===== src/rtl/systolic_array_load_sequencer.sv =====
// systolic_array_load_sequencer
//   Sequences one tile load at a time into a systolic array: an optional
//   weight phase (N rows, gated on the array being drained) followed by an
//   input/partial phase (N rows, gated on the array input FIFO having room).
//   Rows are pulled from an upstream buffer with a valid/ready handshake and
//   replayed one cycle later on the array's registered load strobes.
//
//   Optional build macro: SA_LOAD_SEQ_STALL_CNT_EN
//     Adds stall_drain_cnt / stall_space_cnt, saturating counts of the cycles
//     spent waiting for drained / fifo_has_space.
module systolic_array_load_sequencer #(
    parameter int N   = 4,
    parameter int DW  = 16,
    parameter int GAP = 1
) (
    input  logic                 clk,
    input  logic                 RST,
    // command side
    input  logic                 cmd_valid,
    output logic                 cmd_ready,
    input  logic                 cmd_weights,
    // upstream row buffer
    input  logic                 row_valid,
    output logic                 row_ready,
    input  logic [N*DW-1:0]      row_data,
    input  logic [N*DW-1:0]      row_partial,
    // array status
    input  logic                 drained,
    input  logic                 fifo_has_space,
    // array memory-side load interface
    output logic                 weight_en,
    output logic                 input_en,
    output logic                 partial_en,
    output logic [$clog2(N)-1:0] row_in_en,
    output logic [$clog2(N)-1:0] row_ps_en,
    output logic [N*DW-1:0]      array_in,
    output logic [N*DW-1:0]      array_in_partials,
    // status
    output logic                 busy,
`ifdef SA_LOAD_SEQ_STALL_CNT_EN
    output logic [31:0]          stall_drain_cnt,
    output logic [31:0]          stall_space_cnt,
`endif
    output logic                 done
);

    localparam int             CW       = $clog2(N);
    localparam logic [CW-1:0]  LAST_ROW = CW'(N - 1);
    localparam logic [3:0]     GAP_V    = 4'(GAP);

    localparam logic [2:0] S_IDLE       = 3'd0;
    localparam logic [2:0] S_WAIT_DRAIN = 3'd1;
    localparam logic [2:0] S_WAIT_SPACE = 3'd2;
    localparam logic [2:0] S_LOAD_W     = 3'd3;
    localparam logic [2:0] S_LOAD_IP    = 3'd4;
    localparam logic [2:0] S_FINISH     = 3'd5;

    logic [2:0]      r_state;
    logic [2:0]      w_state_nxt;
    logic [CW-1:0]   r_cnt;
    logic [3:0]      r_gap;
    logic            w_row_ready;
    logic            w_row_hs;
    logic            w_last_row;

    logic            r_weight_en;
    logic            r_input_en;
    logic            r_partial_en;
    logic [CW-1:0]   r_row_in_en;
    logic [CW-1:0]   r_row_ps_en;
    logic [N*DW-1:0] r_array_in;
    logic [N*DW-1:0] r_array_in_partials;
    logic            r_done;

    // Row acceptance: weights stream every cycle, inputs wait out the gap.
    always_comb begin
        // NOTE: every combinational output gets a default first so no path
        // through the case leaves it unassigned, which would infer a latch.
        w_row_ready = 1'b0;
        case (r_state)
            S_LOAD_W:  w_row_ready = 1'b1;
            S_LOAD_IP: w_row_ready = (r_gap == 4'd0);
            default:   w_row_ready = 1'b0;
        endcase
    end

    assign w_row_hs   = row_valid & w_row_ready;
    assign w_last_row = (r_cnt == LAST_ROW);

    // Next-state selection for the load sequence.
    always_comb begin
        w_state_nxt = r_state;
        case (r_state)
            S_IDLE: begin
                if (cmd_valid) begin
                    w_state_nxt = cmd_weights ? S_WAIT_DRAIN : S_WAIT_SPACE;
                end
            end
            S_WAIT_DRAIN: begin
                if (drained) begin
                    w_state_nxt = S_LOAD_W;
                end
            end
            S_WAIT_SPACE: begin
                if (fifo_has_space) begin
                    w_state_nxt = S_LOAD_IP;
                end
            end
            S_LOAD_W: begin
                // the array is known drained here, so no FIFO space check
                if (w_row_hs && w_last_row) begin
                    w_state_nxt = S_LOAD_IP;
                end
            end
            S_LOAD_IP: begin
                if (w_row_hs && w_last_row) begin
                    w_state_nxt = S_FINISH;
                end
            end
            S_FINISH: begin
                if (r_gap == 4'd0) begin
                    w_state_nxt = S_IDLE;
                end
            end
            default: w_state_nxt = S_IDLE;
        endcase
    end

    // State register; reset abandons any command in flight.
    always_ff @(posedge clk) begin
        // NOTE: clocked state always uses non-blocking assignment so every
        // register samples pre-edge values regardless of block ordering.
        if (RST) begin
            r_state <= S_IDLE;
        end else begin
            r_state <= w_state_nxt;
        end
    end

    // Row counter: advances per accepted row and wraps at N (not 2**CW).
    always_ff @(posedge clk) begin
        if (RST) begin
            r_cnt <= '0;
        end else if (w_row_hs) begin
            r_cnt <= w_last_row ? '0 : r_cnt + CW'(1);
        end
    end

    // Gap counter: reloaded by each input row, then drains one per cycle.
    always_ff @(posedge clk) begin
        if (RST) begin
            r_gap <= 4'd0;
        end else if (w_row_hs && (r_state == S_LOAD_IP)) begin
            r_gap <= GAP_V;
        end else if (r_gap != 4'd0) begin
            r_gap <= r_gap - 4'd1;
        end
    end

    // Registered load strobes, indices and data; all zero when idle.
    always_ff @(posedge clk) begin
        // NOTE: the data buses are reset too, since they must read zero in
        // every cycle without a strobe, including the one after reset.
        if (RST) begin
            r_weight_en         <= 1'b0;
            r_input_en          <= 1'b0;
            r_partial_en        <= 1'b0;
            r_row_in_en         <= '0;
            r_row_ps_en         <= '0;
            r_array_in          <= '0;
            r_array_in_partials <= '0;
            r_done              <= 1'b0;
        end else begin
            r_weight_en         <= 1'b0;
            r_input_en          <= 1'b0;
            r_partial_en        <= 1'b0;
            r_row_in_en         <= '0;
            r_row_ps_en         <= '0;
            r_array_in          <= '0;
            r_array_in_partials <= '0;
            r_done              <= (r_state == S_FINISH) && (r_gap == 4'd0);
            if (w_row_hs) begin
                if (r_state == S_LOAD_W) begin
                    r_weight_en <= 1'b1;
                    r_row_in_en <= r_cnt;
                    r_array_in  <= row_data;
                end else begin
                    r_input_en          <= 1'b1;
                    r_partial_en        <= 1'b1;
                    r_row_in_en         <= r_cnt;
                    r_row_ps_en         <= r_cnt;
                    r_array_in          <= row_data;
                    r_array_in_partials <= row_partial;
                end
            end
        end
    end

`ifdef SA_LOAD_SEQ_STALL_CNT_EN
    logic [31:0] r_stall_drain_cnt;
    logic [31:0] r_stall_space_cnt;

    // Saturating stall counters; only reset clears them, never a command.
    always_ff @(posedge clk) begin
        if (RST) begin
            r_stall_drain_cnt <= '0;
            r_stall_space_cnt <= '0;
        end else begin
            if ((r_state == S_WAIT_DRAIN) && !drained && (r_stall_drain_cnt != '1)) begin
                r_stall_drain_cnt <= r_stall_drain_cnt + 32'd1;
            end
            if ((r_state == S_WAIT_SPACE) && !fifo_has_space && (r_stall_space_cnt != '1)) begin
                r_stall_space_cnt <= r_stall_space_cnt + 32'd1;
            end
        end
    end

    assign stall_drain_cnt = r_stall_drain_cnt;
    assign stall_space_cnt = r_stall_space_cnt;
`endif

    assign cmd_ready         = (r_state == S_IDLE);
    assign busy              = (r_state != S_IDLE);
    assign row_ready         = w_row_ready;
    assign weight_en         = r_weight_en;
    assign input_en          = r_input_en;
    assign partial_en        = r_partial_en;
    assign row_in_en         = r_row_in_en;
    assign row_ps_en         = r_row_ps_en;
    assign array_in          = r_array_in;
    assign array_in_partials = r_array_in_partials;
    assign done              = r_done;

endmodule

===== config.mk =====
export PLATFORM = sky130hd
export DESIGN_NAME = systolic_array_load_sequencer
export DESIGN_NICKNAME = d
export VERILOG_FILES = /design/src/rtl/systolic_array_load_sequencer.sv
export SDC_FILE = /design/constraint.sdc
export NUM_CORES = 1
export LEC_CHECK = 0
export ABC_AREA = 1
export CORE_ASPECT_RATIO = 0.7
export CORE_MARGIN = 2
export CORE_UTILIZATION = 36
export DETAILED_ROUTE_END_ITERATION = 16
export PLACE_DENSITY = 0.87
export SETUP_SLACK_MARGIN = 0.2
export SYNTH_ARGS = -nofsm -noshare
export SYNTH_HDL_FRONTEND = slang
export SYNTH_SLANG_ARGS = --single-unit

===== constraint.sdc =====
create_clock -name clk -period 3.58 [get_ports clk]
set_input_delay 0.537 -clock clk [delete_from_list [all_inputs] [get_ports clk]]
set_output_delay 0.537 -clock clk [all_outputs]
set_load 0.05 [all_outputs]

### Yosys cells after proc, flatten, opt, wreduce, memory -nomap -nowiden

Index checks and enable logic that the tools add are counted.

| storage, ports and cells | value |
|---|---|
| bits in registers | 144 |
| input port bits | 135 |
| output and inout port bits | 139 |
| word-level logic and storage cells | 53 |

| cells by class | value |
|---|---|
| add/sub/neg operators | 2 |
| equality and inequality tests | 12 |
| muxes and demuxes | 14 |
| bitwise gates (word level) | 2 |
| reductions and logical operators | 12 |

Operators by type and width:

| kind | count |
|---|---|
| 3-bit two-way mux | 6 |
| 3-bit one-hot mux with 6 select lines | 1 |
| 2-bit != test (second input constant) | 6 |
| 3-bit by 2-bit equality test with 1-bit output (second input constant) | 2 |
| 3-bit equality test (second input constant) | 2 |
| 6-bit AND reduction | 1 |
| 4-bit logical NOT | 1 |
| 1-bit two-way mux | 4 |
| 2-bit two-way mux | 2 |
| 4-bit nonzero test | 1 |
| 2-bit OR reduction | 2 |
| 4-bit by 1-bit subtractor with 4-bit output (second input constant) | 1 |
| 3-bit by 1-bit equality test with 1-bit output (second input constant) | 1 |
| 1-bit logical AND | 3 |
| 3-bit logical NOT | 1 |
| 3-bit nonzero test | 1 |
| 3-bit OR reduction | 1 |
| 2-bit by 1-bit adder with 2-bit output (second input constant) | 1 |
| 2-bit equality test (second input constant) | 1 |
| 1-bit one-hot mux with 2 select lines | 1 |
| 2-bit nonzero test | 1 |
| 1-bit bitwise AND | 1 |
| 1-bit NOT | 1 |

### Depth between registers and ports, before layout

| logic depth | value |
|---|---|
| depth in word-level cells | 6 |
| mapped depth | 10 |
| depth with buffers taken out | 10 |

### Worst setup path before layout

No wires, ideal clock.

| timing path | value |
|---|---|
| path type | reg2out |
| start point | reg r_state[1] |
| end point | out busy |
| arrival time | 1749 ps |
| data required time | 3043 ps |
| setup slack | 1294 ps |
| cell stages (with the launch flop) | 5 |
| buffers on the path | 0 |
| path through | dfxtp_1 > nor2_2 > inv_1 > nor2_1 > inv_1 |

| on the way | value |
|---|---|
| cells in the longest elaborated chain, start to end | 1 |

Ends and longest elaborated chain:

| element | RTL line | source |
|---|---|---|
| start, declared | 58 | `logic [2:0] r_state;` |
| start signal, assigned | 136 | `r_state <= w_state_nxt;` |
| 3-bit nonzero test | 223 | `assign busy = (r_state != S_IDLE);` |
| end, declared | 39 | `output logic busy,` |

Every way passes these cells.

### Worst setup path in the final report

| timing path | value |
|---|---|
| start point | reg r_gap[0] |
| end point | out row_ready |

| on the way | value |
|---|---|
| cells in the longest elaborated chain, start to end | 2 |

Ends and longest elaborated chain:

| element | RTL line | source |
|---|---|---|
| start, declared | 61 | `logic [3:0] r_gap;` |
| start signal, assigned | 156 | `r_gap <= r_gap - 4'd1;` |
| 4-bit logical NOT | 82 | `S_LOAD_IP: w_row_ready = (r_gap == 4'd0);` |
| 1-bit one-hot mux with 2 select lines | 80 | `case (r_state)` |
| end, declared | 24 | `output logic row_ready,` |

Every way passes these cells.

==> metrics.md <==
| Metric | Value |
|---|---|
| Status | `finished clean` |
| Routed vias | `3754` |
| PwrDens | `578.5 mW/mm2` |
| Routed len/inst | `12.23 um` |
| Gr usage total | `0.1775` |
| P_sw | `0.001418 W` |
| FF+latch count, synth | `144` |
| Die Wd | `137.8 um` |
| HPWL Detailed | `9.065 mm` |
| # IOs | `274` |
| Chip height | `97.64 um` |
| Core Rows | `34` |
| Placer Congestion | `0.8194` |
| Final setup fails | `0` |
| Crit path kind | `flip-flop to output port` |
| Data arrival time of the worst path | `2200 ps` |
| Final Hold Fails | `0` |
| Total Routed Length | `11.67 mm` |
| CTS Buffer Depth | `2` |
| Total Power | `0.004582 W` |
| Synth Area in Compound Gates | `0.01582` |
| Port Buffers | `273` |
| Vias in the first global route | `3801` |
| Setup Fix Bufs, Post-CTS | `0` |
| Diodes inserted | `0` |
| Root buf cell | `clkbuf_16` |
| Post-synthesis xor/xnor area fraction | `0.003885` |
| Setup Skew | `8.142 ps` |
| Worst Setup Start Kind | `flip-flop` |
| Synthesized instance count | `501` |
| Least-Margin Pin Slew | `987.5 ps` |
| Distinct cells, synth | `22` |
| Share of total power in combinational logic | `0.234` |
| Switching Fraction | `0.3094` |
| Worst path required time | `3040 ps` |
| Met1 usage | `0.1789` |
| Synth area leader | `dfxtp_1` |
| Multiplexer share of the synthesized area | `0` |
| Vias per cell | `3.935` |
| First-pass GRT wire length | `18.08 mm` |
| Met3 Usage GRT | `0.08294` |
| Post-route DRC | `0` |
| Core Area | `0.01234 mm2` |
| Post-synthesis simple-gate area fraction | `0.1826` |
| Synthesized area | `0.004509 mm2` |
| Clock Latency Late Sink | `400 ps` |
| Multi-input logic area | `957.2 um2` |
| Register area | `0.002883 mm2` |
| TritonCTS clock tree | `built` |
| Filler cells | `979` |
| Mean Syn Cell Area | `9.001 um2` |
| Die footprint | `0.01345 mm2` |
| VDD IR max | `0.5365 mV` |
| Int Power | `0.003164 W` |
| Register area share after synthesis | `0.6393` |
| Seq pwr share | `0.387` |
| Crit path time final | `2740 ps` |
| H-Tree Depth | `4` |
| Initial antenna violation count | `0` |
| GRT busiest layer | `met2` |
| Area contributors post-synth | `dfxtp_1 64%, inv_1 12%, nor2_1 7.8%` |
| CP endpoint kind | `output port` |
| Worst-path clk slew | `60 ps` |
| Final Cycle Share | `0.7654` |
| Setup_tns | `0 ps` |
| Routed Antenna Nets | `0` |
| Layout cell share with drive strength beyond 1 | `0.1149` |
| Met2 Use GR | `0.3222` |
| Adder-cell share of the synthesized area | `0.008324` |
| Starting density of the core | `0.3655` |
| Synth Net Count | `639` |
| GRT overflow | `0` |
| Number of buffers created by CTS | `17` |
| Largest net degree at the start of global routing | `66` |
| Largest family of logic cells by synthesized area | `simple AND/OR/NAND/NOR gates` |
| Hold crit path type | `flip-flop to flip-flop` |
| Clk sinks | `144` |
| Iter 0 DRT Violations | `111` |
| RSZ-0062 raised after global routing | `false` |
| Clock power share | `0.379` |
| Yosys warns | `0` |
| Pre-Repair DR Iteration Count | `4` |
| Nets | `917` |
| Share of the synthesized area in the top cell type | `0.6393` |
| Max-slew headroom | `0.3417` |
| Post-cts resize count | `0` |
| Crit-path max FO | `6` |
| # hold bufs at CTS | `0` |
| F_max | `0.3649 GHz` |
| Slew Limit Fails | `0` |
| Max cap viols | `0` |
| Pleak | `3.626 nW` |
| Layout overhead on the synthesized area | `75.67%` |
[final timing paths]
check                                start            to  slack [ps]  depth (start not counted)
worst max-delay path              r_gap[0]     row_ready         840                          5
worst min-delay path              r_gap[1]      r_gap[1]         480                          2
worst max register to register  r_state[2]  array_in[47]        1300                          8
worst min register to register    r_gap[1]      r_gap[1]         480                          2
[layout make-up]
type	instances	share of cell area
Multi-Input combinational cell	196	0.1208
Sequential cell	144	0.3639
Timing Repair Buffer	275	0.3469
Tap cell	162	0.02559
Clock buffer	18	0.05418
Clock inverter	14	0.01990
Inverter	145	0.06871
[Yosys cell counts (all sizes together)]
cell      n
dfxtp   144
buf      14
nor2    145
xor2      2
clkbuf    2
nor3      5
or2       1
a211oi    1
a21oi     6
nand3     3
ha        3
nand4     2
inv     145
o21ai     6
nand2    22
[through the flow]
step	std cells	worst slack [ps]	cell area, um2	hold WS, ps	util
2_1_floorplan	501	1294	4509	452.5	-
3_3_place_gp	922	1261	7335	467.1	0.5945
3_5_place_dp	922	1201	7335	475.8	0.5945
4_1_cts	954	835.8	7921	484.6	0.6421
5_1_grt	954	690.5	7921	518.9	0.6421
6_report	954	839.8	7921	482.1	0.6421
[worst max-delay path, cell delays in order (launching register included)]
cell             delay, ps
dfxtp_1                310
inv_1                  100
ha_1                   160
nand2_1                150
o21ai_2                220
clkdlybuf4s50_1        860
[power groups by stage]
| stage | sequential (W) | clock (W) | combinational (W) |
|---|---|---|---|
| 2_1_floorplan | 0.00206 | 0 | 0.000436 |
| 3_3_place_gp | 0.00180 | 0 | 0.00106 |
| 3_5_place_dp | 0.00181 | 0 | 0.00108 |
| 4_1_cts | 0.00177 | 0.00178 | 0.00108 |
| 5_1_grt | 0.00179 | 0.00186 | 0.00117 |
| 6_report | 0.00177 | 0.00174 | 0.00107 |
[routing by layer]
layer	wire length (um)	up-vias
met1	4297	1650
met4	186	0
li1	-	1948
met2	6045	139
met3	1141	17
met5	0	-
[cells in the final DEF, fill, tap and decap left out, drive strengths merged, types with 3 or more instances in the layout]
| master | n |
|---|---|
| clkdlybuf4s50 | 273 |
| inv | 149 |
| nor3 | 5 |
| clkbuf | 18 |
| o21ai | 6 |
| a21oi | 6 |
| nand2 | 22 |
| ha | 3 |
| nand3 | 3 |
| nor2 | 145 |
| clkinvlp | 6 |
| dfxtp | 144 |
[kinds of logic (layout without fill, tap and decap cells)]
family / count (synthesis) / in the layout
compound gates: 13 / 13
xor+xnor: 2 / 2
fa+ha+maj: 3 / 3
buf+inv: 161 / 452
flops: 144 / 144
simple gates: 178 / 178
[flip-flops by register name, indices dropped and copies added, names as in the netlist, 2 cells and up]
name / cells
array_in: 64
array_in_partials: 64
r_gap: 4
r_state: 3
r_cnt: 2
row_in_en: 2
row_ps_en: 2
Power figures use the tool's default switching activity.
